`config.mk`:
```
export PLATFORM = sky130hd
export DESIGN_NAME = hs_tx_ctrl
export DESIGN_NICKNAME = d
export VERILOG_FILES = /design/src/rtl/hs_pkg.sv /design/src/rtl/hs_tx_serializer.sv /design/src/rtl/hs_tx_ctrl.sv
export SDC_FILE = /design/constraint.sdc
export NUM_CORES = 1
export LEC_CHECK = 0
export BUFFER_PORTS_ARGS = -buffer_cell sky130_fd_sc_hd__buf_2
export CAP_MARGIN = 20
export CORE_AREA = 2 2 77 57
export CTS_CLUSTER_DIAMETER = 60
export DETAILED_ROUTE_END_ITERATION = 8
export DIE_AREA = 0 0 79 59
export SLEW_MARGIN = 20
export SYNTH_ARGS = -nofsm -noshare
export SYNTH_HDL_FRONTEND = slang
export SYNTH_SLANG_ARGS = --single-unit
```
`constraint.sdc`:
```
create_clock -name RxDDRClkHS -period 2.7 [get_ports RxDDRClkHS]
set_clock_uncertainty 0.1 [all_clocks]
set_input_delay 0.81 -clock RxDDRClkHS [delete_from_list [all_inputs] [get_ports RxDDRClkHS]]
set_output_delay 0.81 -clock RxDDRClkHS [all_outputs]
set_load 0.01 [all_outputs]
```
`src/rtl/hs_pkg.sv`:
```
// Shared HS lane definitions: state encodings common to the
// transmit and receive control units, plus the default sync byte.
package hs_pkg;

    typedef enum logic [2:0] {
        HS_IDLE  = 3'd0,
        HS_ZERO  = 3'd1,
        HS_SYNC  = 3'd2,
        HS_DATA  = 3'd3,
        HS_TRAIL = 3'd4,
        HS_EOT   = 3'd5
    } hs_state_e;

    localparam logic [7:0] HS_SYNC_PATTERN = 8'hB8;

endpackage

```
`src/rtl/hs_tx_serializer.sv`:
```
// 8-bit parallel-in serial-out shifter for the HS transmit lane.
// Load wins over shift; the lane bit is always the LSB.
module hs_tx_serializer (
    input  logic       RxDDRClkHS,
    input  logic       RST,
    input  logic       load,
    input  logic [7:0] load_data,
    input  logic       shift,
    output logic       sout
);

    logic [7:0] sreg;

    always_ff @(posedge RxDDRClkHS or negedge RST) begin
        if (!RST) begin
            sreg <= '0;
        end else if (load) begin
            sreg <= load_data;
        end else if (shift) begin
            sreg <= {1'b0, sreg[7:1]};
        end
    end

    assign sout = sreg[0];

endmodule

```
`src/rtl/hs_tx_ctrl.sv`:
```
// D-PHY HS transmit controller: leader, sync, LSB-first payload, trail, EOT.
// Optional HS_TX_BYTE_CNT_EN adds the TxByteCountHS accepted-byte counter.
module hs_tx_ctrl
    import hs_pkg::*;
#(
    parameter int         HS_ZERO_BITS = 16,
    parameter int         TRAIL_BITS   = 16,
    parameter logic [7:0] SYNC_PATTERN = HS_SYNC_PATTERN
) (
    input  logic        RxDDRClkHS,
    input  logic        RST,
    input  logic        TxRequestHS,
    input  logic [7:0]  TxDataHS,
    output logic        TxReadyHS,
    output logic        HS_TX_DATA,
    output logic        HS_TX_EN,
`ifdef HS_TX_BYTE_CNT_EN
    output logic        TxActiveHS,
    output logic [15:0] TxByteCountHS
`else
    output logic        TxActiveHS
`endif
);

    localparam int LEN_MAX = (HS_ZERO_BITS > TRAIL_BITS) ? HS_ZERO_BITS : TRAIL_BITS;
    localparam int LW      = $clog2(LEN_MAX + 1);

    localparam logic [LW-1:0] ZERO_LAST  = LW'(HS_ZERO_BITS - 1);
    localparam logic [LW-1:0] TRAIL_LAST = LW'(TRAIL_BITS - 1);
    localparam logic [LW-1:0] LEN_ONE    = LW'(1);

    hs_state_e   state_q, state_d;
    logic [LW-1:0] cnt_q, cnt_d;
    logic [2:0]  bit_q, bit_d;
    logic        trail_q, trail_d;
    logic        data_d, en_d, ready_d, active_d;
    logic        ld, sh, sout;
    logic [7:0]  ld_data;

    hs_tx_serializer u_ser (
        .RxDDRClkHS (RxDDRClkHS),
        .RST        (RST),
        .load       (ld),
        .load_data  (ld_data),
        .shift      (sh),
        .sout       (sout)
    );

    // Lane outputs are registered, so they trail the internal state by one
    // cycle; the only exception is bit 0 of a newly accepted byte, which is
    // taken straight from TxDataHS so it lands on the lane right after the
    // accepting edge.
    always_comb begin
        state_d  = state_q;
        cnt_d    = cnt_q;
        bit_d    = bit_q;
        trail_d  = trail_q;
        data_d   = 1'b0;
        en_d     = 1'b0;
        ready_d  = 1'b0;
        active_d = (state_q != HS_IDLE);
        ld       = 1'b0;
        ld_data  = SYNC_PATTERN;
        sh       = 1'b0;
        unique case (state_q)
            HS_IDLE: begin
                if (TxRequestHS) begin
                    state_d = HS_ZERO;
                    cnt_d   = '0;
                    bit_d   = '0;
                    trail_d = 1'b0;
                end
            end
            HS_ZERO: begin
                en_d = 1'b1;
                if (cnt_q == ZERO_LAST) begin
                    state_d = HS_SYNC;
                    ld      = 1'b1;
                    bit_d   = '0;
                end else begin
                    cnt_d = cnt_q + LEN_ONE;
                end
            end
            HS_SYNC, HS_DATA: begin
                en_d = 1'b1;
                if (TxReadyHS) begin
                    if (TxRequestHS) begin
                        state_d = HS_DATA;
                        ld      = 1'b1;
                        ld_data = {1'b0, TxDataHS[7:1]};
                        data_d  = TxDataHS[0];
                        bit_d   = 3'd1;
                    end else begin
                        trail_d = ~HS_TX_DATA;
                        data_d  = ~HS_TX_DATA;
                        cnt_d   = LEN_ONE;
                        state_d = (TRAIL_BITS == 1) ? HS_EOT : HS_TRAIL;
                    end
                end else begin
                    data_d  = sout;
                    sh      = 1'b1;
                    bit_d   = bit_q + 3'd1;
                    ready_d = (bit_q == 3'd7);
                end
            end
            HS_TRAIL: begin
                en_d   = 1'b1;
                data_d = trail_q;
                if (cnt_q == TRAIL_LAST) begin
                    state_d = HS_EOT;
                end else begin
                    cnt_d = cnt_q + LEN_ONE;
                end
            end
            HS_EOT: begin
                state_d = HS_IDLE;
            end
            default: begin
                state_d = HS_IDLE;
            end
        endcase
    end

    always_ff @(posedge RxDDRClkHS or negedge RST) begin
        if (!RST) begin
            state_q    <= HS_IDLE;
            cnt_q      <= '0;
            bit_q      <= '0;
            trail_q    <= 1'b0;
            HS_TX_DATA <= 1'b0;
            HS_TX_EN   <= 1'b0;
            TxReadyHS  <= 1'b0;
            TxActiveHS <= 1'b0;
        end else begin
            state_q    <= state_d;
            cnt_q      <= cnt_d;
            bit_q      <= bit_d;
            trail_q    <= trail_d;
            HS_TX_DATA <= data_d;
            HS_TX_EN   <= en_d;
            TxReadyHS  <= ready_d;
            TxActiveHS <= active_d;
        end
    end

`ifdef HS_TX_BYTE_CNT_EN
    logic [15:0] byte_cnt_q;
    logic        byte_clr;
    logic        byte_inc;

    assign byte_clr = (state_q == HS_IDLE) && TxRequestHS;
    assign byte_inc = ((state_q == HS_SYNC) || (state_q == HS_DATA))
                      && TxReadyHS && TxRequestHS;

    always_ff @(posedge RxDDRClkHS or negedge RST) begin
        if (!RST) begin
            byte_cnt_q <= '0;
        end else if (byte_clr) begin
            byte_cnt_q <= '0;
        end else if (byte_inc && (byte_cnt_q != 16'hFFFF)) begin
            byte_cnt_q <= byte_cnt_q + 16'd1;
        end
    end

    assign TxByteCountHS = byte_cnt_q;
`endif

endmodule
```
## Word level (Yosys, flattened, before mapping)

Cells that the tools add are included.

- $add $sub $neg: 2
- Equality and inequality tests: 13
- Muxes and demuxes: 36
- Bitwise operators: 1
- Reduce and logical (&&, ||, !) cells: 13

Operator list:

| kind | count |
|---|---|
| 2-to-1 mux 8 bit | 5 |
| 2-to-1 mux 3 bit | 8 |
| 2-to-1 mux 5 bit | 4 |
| one-hot mux 5 bit (3 select lines) | 1 |
| 2-to-1 mux 1 bit | 13 |
| inequality test 2 bit, second input constant | 6 |
| one-hot mux 3 bit (4 select lines) | 1 |
| AND reduction 4 bit | 3 |
| one-hot mux 3 bit (3 select lines) | 1 |
| nonzero test 3 bit | 3 |
| == test 3 x 2 -> 1 bit, second input constant | 2 |
| == test 3 bit, second input constant | 2 |
| one-hot mux 1 bit (2 select lines) | 3 |
| adder 5 x 1 -> 5 bit, second input constant | 1 |
| == test 5 x 4 -> 1 bit, second input constant | 1 |
| AND reduction 5 bit | 1 |
| nonzero test 2 bit | 2 |
| OR reduction 2 bit | 2 |
| OR reduction 4 bit | 1 |
| adder 3 x 1 -> 3 bit, second input constant | 1 |
| == test 3 x 1 -> 1 bit, second input constant | 1 |
| zero test 3 bit | 1 |
| inequality test 3 bit, second input constant | 1 |
| NOT 1 bit | 1 |

- Bits in registers: 24
- Bits of input ports: 11
- Output and inout bits: 4
- Word-level logic and storage cells: 74

## Logic depth before layout (Yosys ltp)

Gate-level depths: netlist (run 1).

- Depth in word-level cells: 5
- Depth in mapped cells: 8
- Gate-level depth less buffers: 8

## By module

A second synthesis (run 1) with hierarchy kept.

- Cell total of the unflattened synthesis: 128
- Area total of the unflattened synthesis: 1302.5 sq um

By module, submodules not included:

| module | times used | cells each | area each (sq um) | seq. area each (sq um) |
|---|---|---|---|---|
| hs_tx_ctrl | 1 | 94 | 933.4 | 400.4 |
| hs_tx_serializer | 1 | 34 | 369.1 | 200.2 |

## Worst setup path before layout (run 1)

OpenSTA, ideal clock, no wires.

- Path type: reg2reg
- Start: reg cnt_q[0]
- End: reg cnt_q[0]
- Arrival: 1.932 ns
- Setup slack: 0.540 ns
- Cell stages (with the launch flop): 8
- Buffers on the path: 0
- Cells stage by stage: dfrtp_1 > ha_1 > and3_1 > ha_1 > or2b_1 > a211o_2 > nand2_2 > mux2_1

- Longest elaborated chain between the ends: 3
- Elaborated cells between the ends (all ways): 6
- Those cells by class: add/sub (1); eq/ne (2); mux (2); reduce/logical (1)

RTL lines:

| element | line | source |
|---|---|---|
| start, declared | hs_tx_ctrl.sv:33 | `logic [LW-1:0] cnt_q, cnt_d;` |
| start signal, assigned | hs_tx_ctrl.sv:136 | `cnt_q <= cnt_d;` |
| adder 5 x 1 -> 5 bit or == test 5 x 4 -> 1 bit (tied branches) | - |  |
| 2-to-1 mux 5 bit or inequality test 2 bit (tied branches) | - |  |
| one-hot mux 5 bit (3 select lines) or AND reduction 5 bit (tied branches) | - |  |

Several ways; a longest one is shown, not always the timed one. The select of a mux whose other input is x is not followed.
A chain may end at the register's enable or synchronous reset.

## Worst setup path after layout (run 1)

Ends and elaborated chain as after synthesis.

==> summary.txt, run 1 <==
Clock tree
  • H-tree depth: 1
  • Root Buffer: clkbuf_8
  • # Post-CTS Setup Buffers: 0
  • # hold bufs at CTS: 0
  • Clock Latency Late Sink: 0.27 ns
  • Clock Sinks: 24
  • Clk pin slew, worst setup/hold paths: 0.08 ns
  • Clk buf depth: 2
  • CTS tree: yes
  • Number of gates resized after CTS: 0
  • TritonCTS Buffers: 3

Logic synthesis
  • Register area share after synthesis: 0.4545
  • Post-synth EDFFs: 0
  • Syn. warnings: 0
  • Async S/R FF share, synth: 1.000
  • Synth Flop Type: dfrtp_1
  • Post-synthesis cell type count: 43
  • FF+latch count, synth: 24
  • Post-Syn Nets: 150
  • Post-synthesis cell count: 135
  • Syn Std Cell Area: 1321 sq um
  • Post-Syn Area per Cell: 9.787 sq um

GRT
  • Largest net degree at the start of global routing: 25
  • Grt ovf: 0
  • First-pass GRT wire length: 4830 um
  • Vias in the first global route: 1008
  • Gr usage total: 0.1330
  • Antenna violations before repair: 0

Placement
  • GPL Wtd Cong: 0.7269
  • Dpl cells: 194
  • Final HPWL from detailed placement: 1931 um
  • PortBufs: 14

Floorplan
  • Die Y: 59 um
  • Chip width: 79 um
  • Core area: 3851 sq um
  • Initial Util: 0.3431
  • I/O pins: 15
  • Die area: 4661 sq um
  • Row count: 19

Critical path
  • Endpoint type of the worst setup path: flip-flop
  • Arrival time worst endpoint: 2.33 ns
  • Startpoint types: flip-flop
  • Worst-path maximum fanout: 5
  • CP required: 2.75 ns
  • Setup CP Type: reg2reg

Detailed routing
  • Final WL: 2719 um
  • Vias post-DR: 1005
  • Drt drc: 0
  • Final ANT Viol Nets: 0
  • Mean routed wirelength per cell: 13.73 um
  • Vias per Instance: 5.076
  • Drt pass-1 iters: 4
  • 1st-iter DRT viols: 74

STA
  • F_max: 438.6 MHz
  • Worst Tran Pin Value: 0.6513 ns
  • Max Slew Vio Count: 0
  • Final Hold Fails: 0
  • RSZ-0062 raised after global routing: false
  • Tmin final: 2.280 ns
  • Final period utilization: 0.8445
  • Max transition margin: 0.5658
  • Fin Setup TNS: 0 ns
  • Final setup violation count: 0

Pwr
  • Power consumption: 1.489 mW
  • Pwr Density: 1007 nW/um^2
  • Maximum vdd ir drop: 0.2902 mV
  • Pleak: 0.6427 nW

Final layout
  • Final #Nets: 162
  • Finished Layout Cells: 198
  • Area growth syn-to-layout: 11.93%
  • ANT cells: 0
  • Layout cells sized above 1: 0.2055

Run
  • Max_cap viols: 0

Worst hold path
  • Worst Hold Class: reg2reg

Outcome
  • Status: completed
[layer usage]
layer,up-vias,track usage,part of all wire
li1,502,-,-
met1,487,0.1832,0.49
met2,14,0.2143,0.47
met3,2,0.03354,0.027
met4,0,0.02956,0.011
met5,-,0,0
[power by group]
| group | switching (mW) | internal [mW] |
|---|---|---|
| Sequential | 0.138 | 0.497 |
| Clock | 0.115 | 0.198 |
| Combinational | 0.272 | 0.270 |
[metrics by stage]
step / setup WS, ns / instance area, sq um / hold slack (ns) / util
after global placement: 0.4883 / 1408 / 0.3743 / 0.3655
after global routing: 0.3072 / 1479 / 0.4266 / 0.3840
after detailed placement: 0.4213 / 1408 / 0.3836 / 0.3655
after floorplan: 0.5401 / 1321 / 0.3510 / -
final: 0.4199 / 1479 / 0.3990 / 0.3840
after CTS: 0.4083 / 1479 / 0.4036 / 0.3840
[state kept, by name, indices dropped and copies added, names as in the netlist]
register    flops
state_q         3
cnt_q           5
HS_TX_DATA      1
TxReadyHS       1
HS_TX_EN        1
trail_q         1
TxActiveHS      1
u_ser.sreg      8
bit_q           3
[kinds of logic after synthesis]
kind of cell | synth area share
muxes | 0.04924
DFF | 0.4545
adders and majority gates | 0.03788
xor gates and xnor gates | 0.01326
AOI/OAI and AO/OA | 0.2083
and+or+nand+nor | 0.1856
buffers and inverters | 0.05113
[cells in the final DEF (no fill, tap or decap), types with 5 or more instances in the layout]
| cell type | netlist | layout |
|---|---|---|
| a21oi_1 | 10 | 10 |
| buf_2 | 3 | 14 |
| dfrtp_1 | 24 | 24 |
| nand2_1 | 12 | 12 |
| nand3_1 | 5 | 5 |
| nor2_1 | 10 | 10 |
| o21ai_0 | 9 | 9 |
[cell usage after synthesis (3+ instances only)]
library cell,number,area [sq um]
nand3_1,5,25.02
mux2_1,3,33.78
ha_1,4,50.05
dfrtp_1,24,600.6
inv_1,4,15.01
and3_1,3,18.77
o2bb2ai_1,3,26.28
o21ai_0,9,45.04
a21oi_1,10,50.05
nor2_1,10,37.54
buf_2,3,15.01
nand2_1,12,45.04
nand2b_1,4,25.02
a2bb2oi_1,4,35.03
buf_4,3,22.52
[worst paths after layout]
| path | from | to | slack (ns) | cells past startpoint |
|---|---|---|---|---|
| min | u_ser.sreg[4] | u_ser.sreg[4] | 0.40 | 1 |
| max in group asynchronous | RST | TxReadyHS | 1.72 | 1 |
| max reg2reg | cnt_q[0] | cnt_q[0] | 0.42 | 7 |
| min reg2reg | u_ser.sreg[4] | u_ser.sreg[4] | 0.40 | 1 |
| min in group asynchronous | RST | cnt_q[3] | 0.41 | 1 |
| max | cnt_q[0] | cnt_q[0] | 0.42 | 7 |
[final cells by class]
cell class,instances,area [sq um]
Fill cell,405,2372
Multi-Input combinational cell,99,653.1
Sequential cell,24,600.6
Timing Repair Buffer,14,70.07
Tap cell,52,65.06
Clock buffer,3,41.29
Clock inverter,1,30.03
Inverter,5,18.77
[critical path: stages (launching register included)]
cell	delay [ns]
dfrtp_1	0.41
ha_1	0.21
and3_1	0.18
ha_1	0.23
or2b_1	0.26
a211o_2	0.34
nand2_2	0.11
mux2_1	0.32
No activity file was read; power rests on OpenSTA's default activity.
==> run 2: changes to the inputs <==
Settings changed: ABC_AREA set to 1.
Clock period 2.7 ns to 2.39 ns, I/O delays scaled along.
==> run 2 against run 1 <==
Against the previous run: clock-buffer cell count increased by 1; via count increased by 9.1%; worst hold slack got worse by 0.057 ns; largest cell class unchanged; first-iteration DRC count increased by 38%; global-route usage decreased by 0.43 points; design area increased by 2.2%; power decreased by 33%.
==> summary.txt, run 2 <==
Detailed routing
  • Vias per Instance: 4.473
  • Drt pass-1 iters: 4
  • Final ANT Viol Nets: 0
  • Final WL: 2574 um
  • 1st-iter DRT viols: 102
  • Vias post-DR: 1096
  • Mean routed wirelength per cell: 10.51 um
  • Drt drc: 0

STA
  • Max Slew Vio Count: 0
  • Final period utilization: 0.7707
  • Tmin final: 1.842 ns
  • RSZ-0062 raised after global routing: false
  • F_max: 542.9 MHz
  • Worst Tran Pin Value: 0.5667 ns
  • Fin Setup TNS: 0 ns
  • Max transition margin: 0.6222
  • Final setup violation count: 0
  • Final Hold Fails: 0

Pwr
  • Clock share of power: 0.273
  • Pleak: 0.8663 nW
  • Maximum vdd ir drop: 0.2548 mV
  • Power consumption: 993.5 uW
  • Logic gate share of total power: 0.238
  • Share of power burned in registers: 0.489
  • Pwr Density: 657.3 nW/um^2
  • Power Internal: 680.9 uW
  • Switching Fraction: 0.3147
  • Sw power: 312.6 uW

Clock tree
  • Clk pin slew, worst setup/hold paths: 0.08 ns
  • Clock Sinks: 24
  • Clock Latency Late Sink: 0.26 ns
  • H-tree depth: 1
  • CTS tree: yes
  • Clk buf depth: 2
  • Number of gates resized after CTS: 0
  • Root Buffer: clkbuf_8
  • # Post-CTS Setup Buffers: 0
  • TritonCTS Buffers: 3
  • # hold bufs at CTS: 0

Critical path
  • Setup CP Type: reg2reg
  • Startpoint types: flip-flop
  • CP cell instances: ha_1 -> and3_1 -> ha_1 -> nand4_2 -> nand3_2 -> inv_1 -> nand2_1 -> o21ai_1
  • RR Endpoint: u_ser.sreg[5]
  • Arrival time worst endpoint: 1.90 ns
  • Reg2Reg Setup Slack: 0.55 ns
  • Reg-to-Reg Start: cnt_q[0]
  • Worst path max stage delay: 0.41 ns
  • Cell mode on critical path: ha_1
  • Worst-path maximum fanout: 10
  • Crit path max-delay cell type: dfrtp_1
  • Endpoint type of the worst setup path: flip-flop
  • Worst Setup SP: cnt_q[0]
  • CP required: 2.44 ns
  • Reg2Reg Depth: 8
  • Worst setup path endpoint: u_ser.sreg[5]

Final layout
  • Final #Nets: 209
  • Register with the most flip-flops: u_ser.sreg
  • FF/Latch Area: 600.6 sq um
  • Multi-input gate area: 630.6 sq um
  • Number of flip-flops in the largest register: 8
  • Biggest regs: u_ser.sreg (8), cnt_q (5)
  • Most frequent cells in the layout: nand2_1, dfrtp_1, inv_1
  • ANT cells: 0
  • Cell area after layout: 1511 sq um
  • Layout cells sized above 1: 0.1658
  • Area growth syn-to-layout: 14.39%
  • Fillers: 413
  • Commonest non-fill, non-tap cell in the layout: nand2_1

Placement
  • Dpl cell area: 1456 sq um
  • GPL Wtd Cong: 0.8426
  • PortBufs: 14
  • Final HPWL from detailed placement: 1925 um

Logic synthesis
  • Synth Flop Type: dfrtp_1
  • Register area share after synthesis: 0.4545
  • Top-count cell post-synth: nand2_1
  • Post-Syn Area per Cell: 7.550 sq um
  • FF+latch count, synth: 24
  • Post-synth EDFFs: 0
  • Post-synthesis cell type count: 20
  • Syn. warnings: 0
  • Post-Syn Nets: 190
  • Commonest cells post-synth: nand2_1, dfrtp_1, inv_1
  • Post-synth top area share: 0.4545
  • Area contributors post-synth: dfrtp_1, nand2_1, nand3_1
  • Largest area contributor in the netlist: dfrtp_1
  • Async S/R FF share, synth: 1.000
  • Syn Std Cell Area: 1321 sq um
  • Post-synthesis cell count: 175

GRT
  • Gr usage total: 0.1287
  • Largest net degree at the start of global routing: 25
  • Vias in the first global route: 978
  • First-pass GRT wire length: 4602 um
  • Grt ovf: 0
  • Antenna violations before repair: 0

Floorplan
  • Initial Util: 0.3431
  • I/O pins: 15
  • Row count: 19
  • Core area: 3851 sq um
  • Chip width: 79 um
  • Die Y: 59 um
  • Die area: 4661 sq um

Outcome
  • Status: completed

Run
  • Max_cap viols: 0

Worst hold path
  • Worst Hold Class: in2async
run 2: cell types whose count changed after synthesis, sizes merged, moves of 6 or more:
| cell | previous run | this run |
|---|---|---|
| a21oi | 12 | 1 |
| buf | 7 | 1 |
| inv | 5 | 22 |
| nand2 | 13 | 69 |
| nand3 | 5 | 20 |
| nand4 | 0 | 8 |
run 2: routing by layer:
metal | wire (um) | vias to the layer above | track usage
met5 | 0 | - | 0
met4 | 27 | 0 | 0.03695
met3 | 153 | 2 | 0.03659
met2 | 1046 | 24 | 0.1768
met1 | 1347 | 479 | 0.1958
li1 | - | 591 | -
run 2: how the worst min path moves through the flow:
stage	cells past startpoint	to	startpoint	slack (ns)
6_report	1	bit_q[2]	RST	0.34
5_1_grt	1	u_ser.sreg[4]	RST	0.37
4_1_cts	1	bit_q[0]	RST	0.35
3_5_place_dp	2	cnt_q[4]	cnt_q[4]	0.37
3_3_place_gp	2	cnt_q[4]	cnt_q[4]	0.36
2_1_floorplan	0	HS_TX_DATA	RST	0.32
run 2: critical path, delay by kind of cell, from the launching register on:
family	cells	cell delay, ns
flip-flops	1	0.41
adder cells (fa/ha/maj)	2	0.42
AO/OA/AOI/OAI	1	0.05
AND/OR/NAND/NOR	4	0.68
buffers and inverters	1	0.06
run 2: kinds of logic after synthesis:
kind of cell | synth area share
adder cells (fa/ha/maj) | 0.03788
buffers and inverters | 0.06818
AO/OA/AOI/OAI | 0.03598
flip-flops | 0.4545
AND/OR/NAND/NOR | 0.3968
XOR/XNOR | 0.006630
run 2: through the flow:
stage | setup WS, ns | utilization | std cells | hold slack, ns
after global placement | 0.6107 | 0.3782 | 241 | 0.3566
final | 0.5480 | 0.3925 | 245 | 0.3416
after floorplan | 0.7372 | - | 175 | 0.3214
after detailed placement | 0.5637 | 0.3782 | 241 | 0.3654
after global routing | 0.3702 | 0.3925 | 245 | 0.3682
after CTS | 0.5610 | 0.3925 | 245 | 0.3547
run 2: area by class of cell:
cell class | instances | area share
multi-input combinational | 128 | 0.4172
sequential | 24 | 0.3974
inverter | 22 | 0.05464
timing repair buffer | 15 | 0.05132
tap | 52 | 0.04305
clock buffer | 4 | 0.03642
run 2: power by group through the flow:
stage | clock, mW | sequential (mW) | combinational (mW)
after floorplan | 0 | 0.497 | 0.164
after global placement | 0 | 0.492 | 0.244
after detailed placement | 0 | 0.493 | 0.239
after CTS | 0.283 | 0.485 | 0.239
after global routing | 0.303 | 0.495 | 0.275
final | 0.271 | 0.486 | 0.236
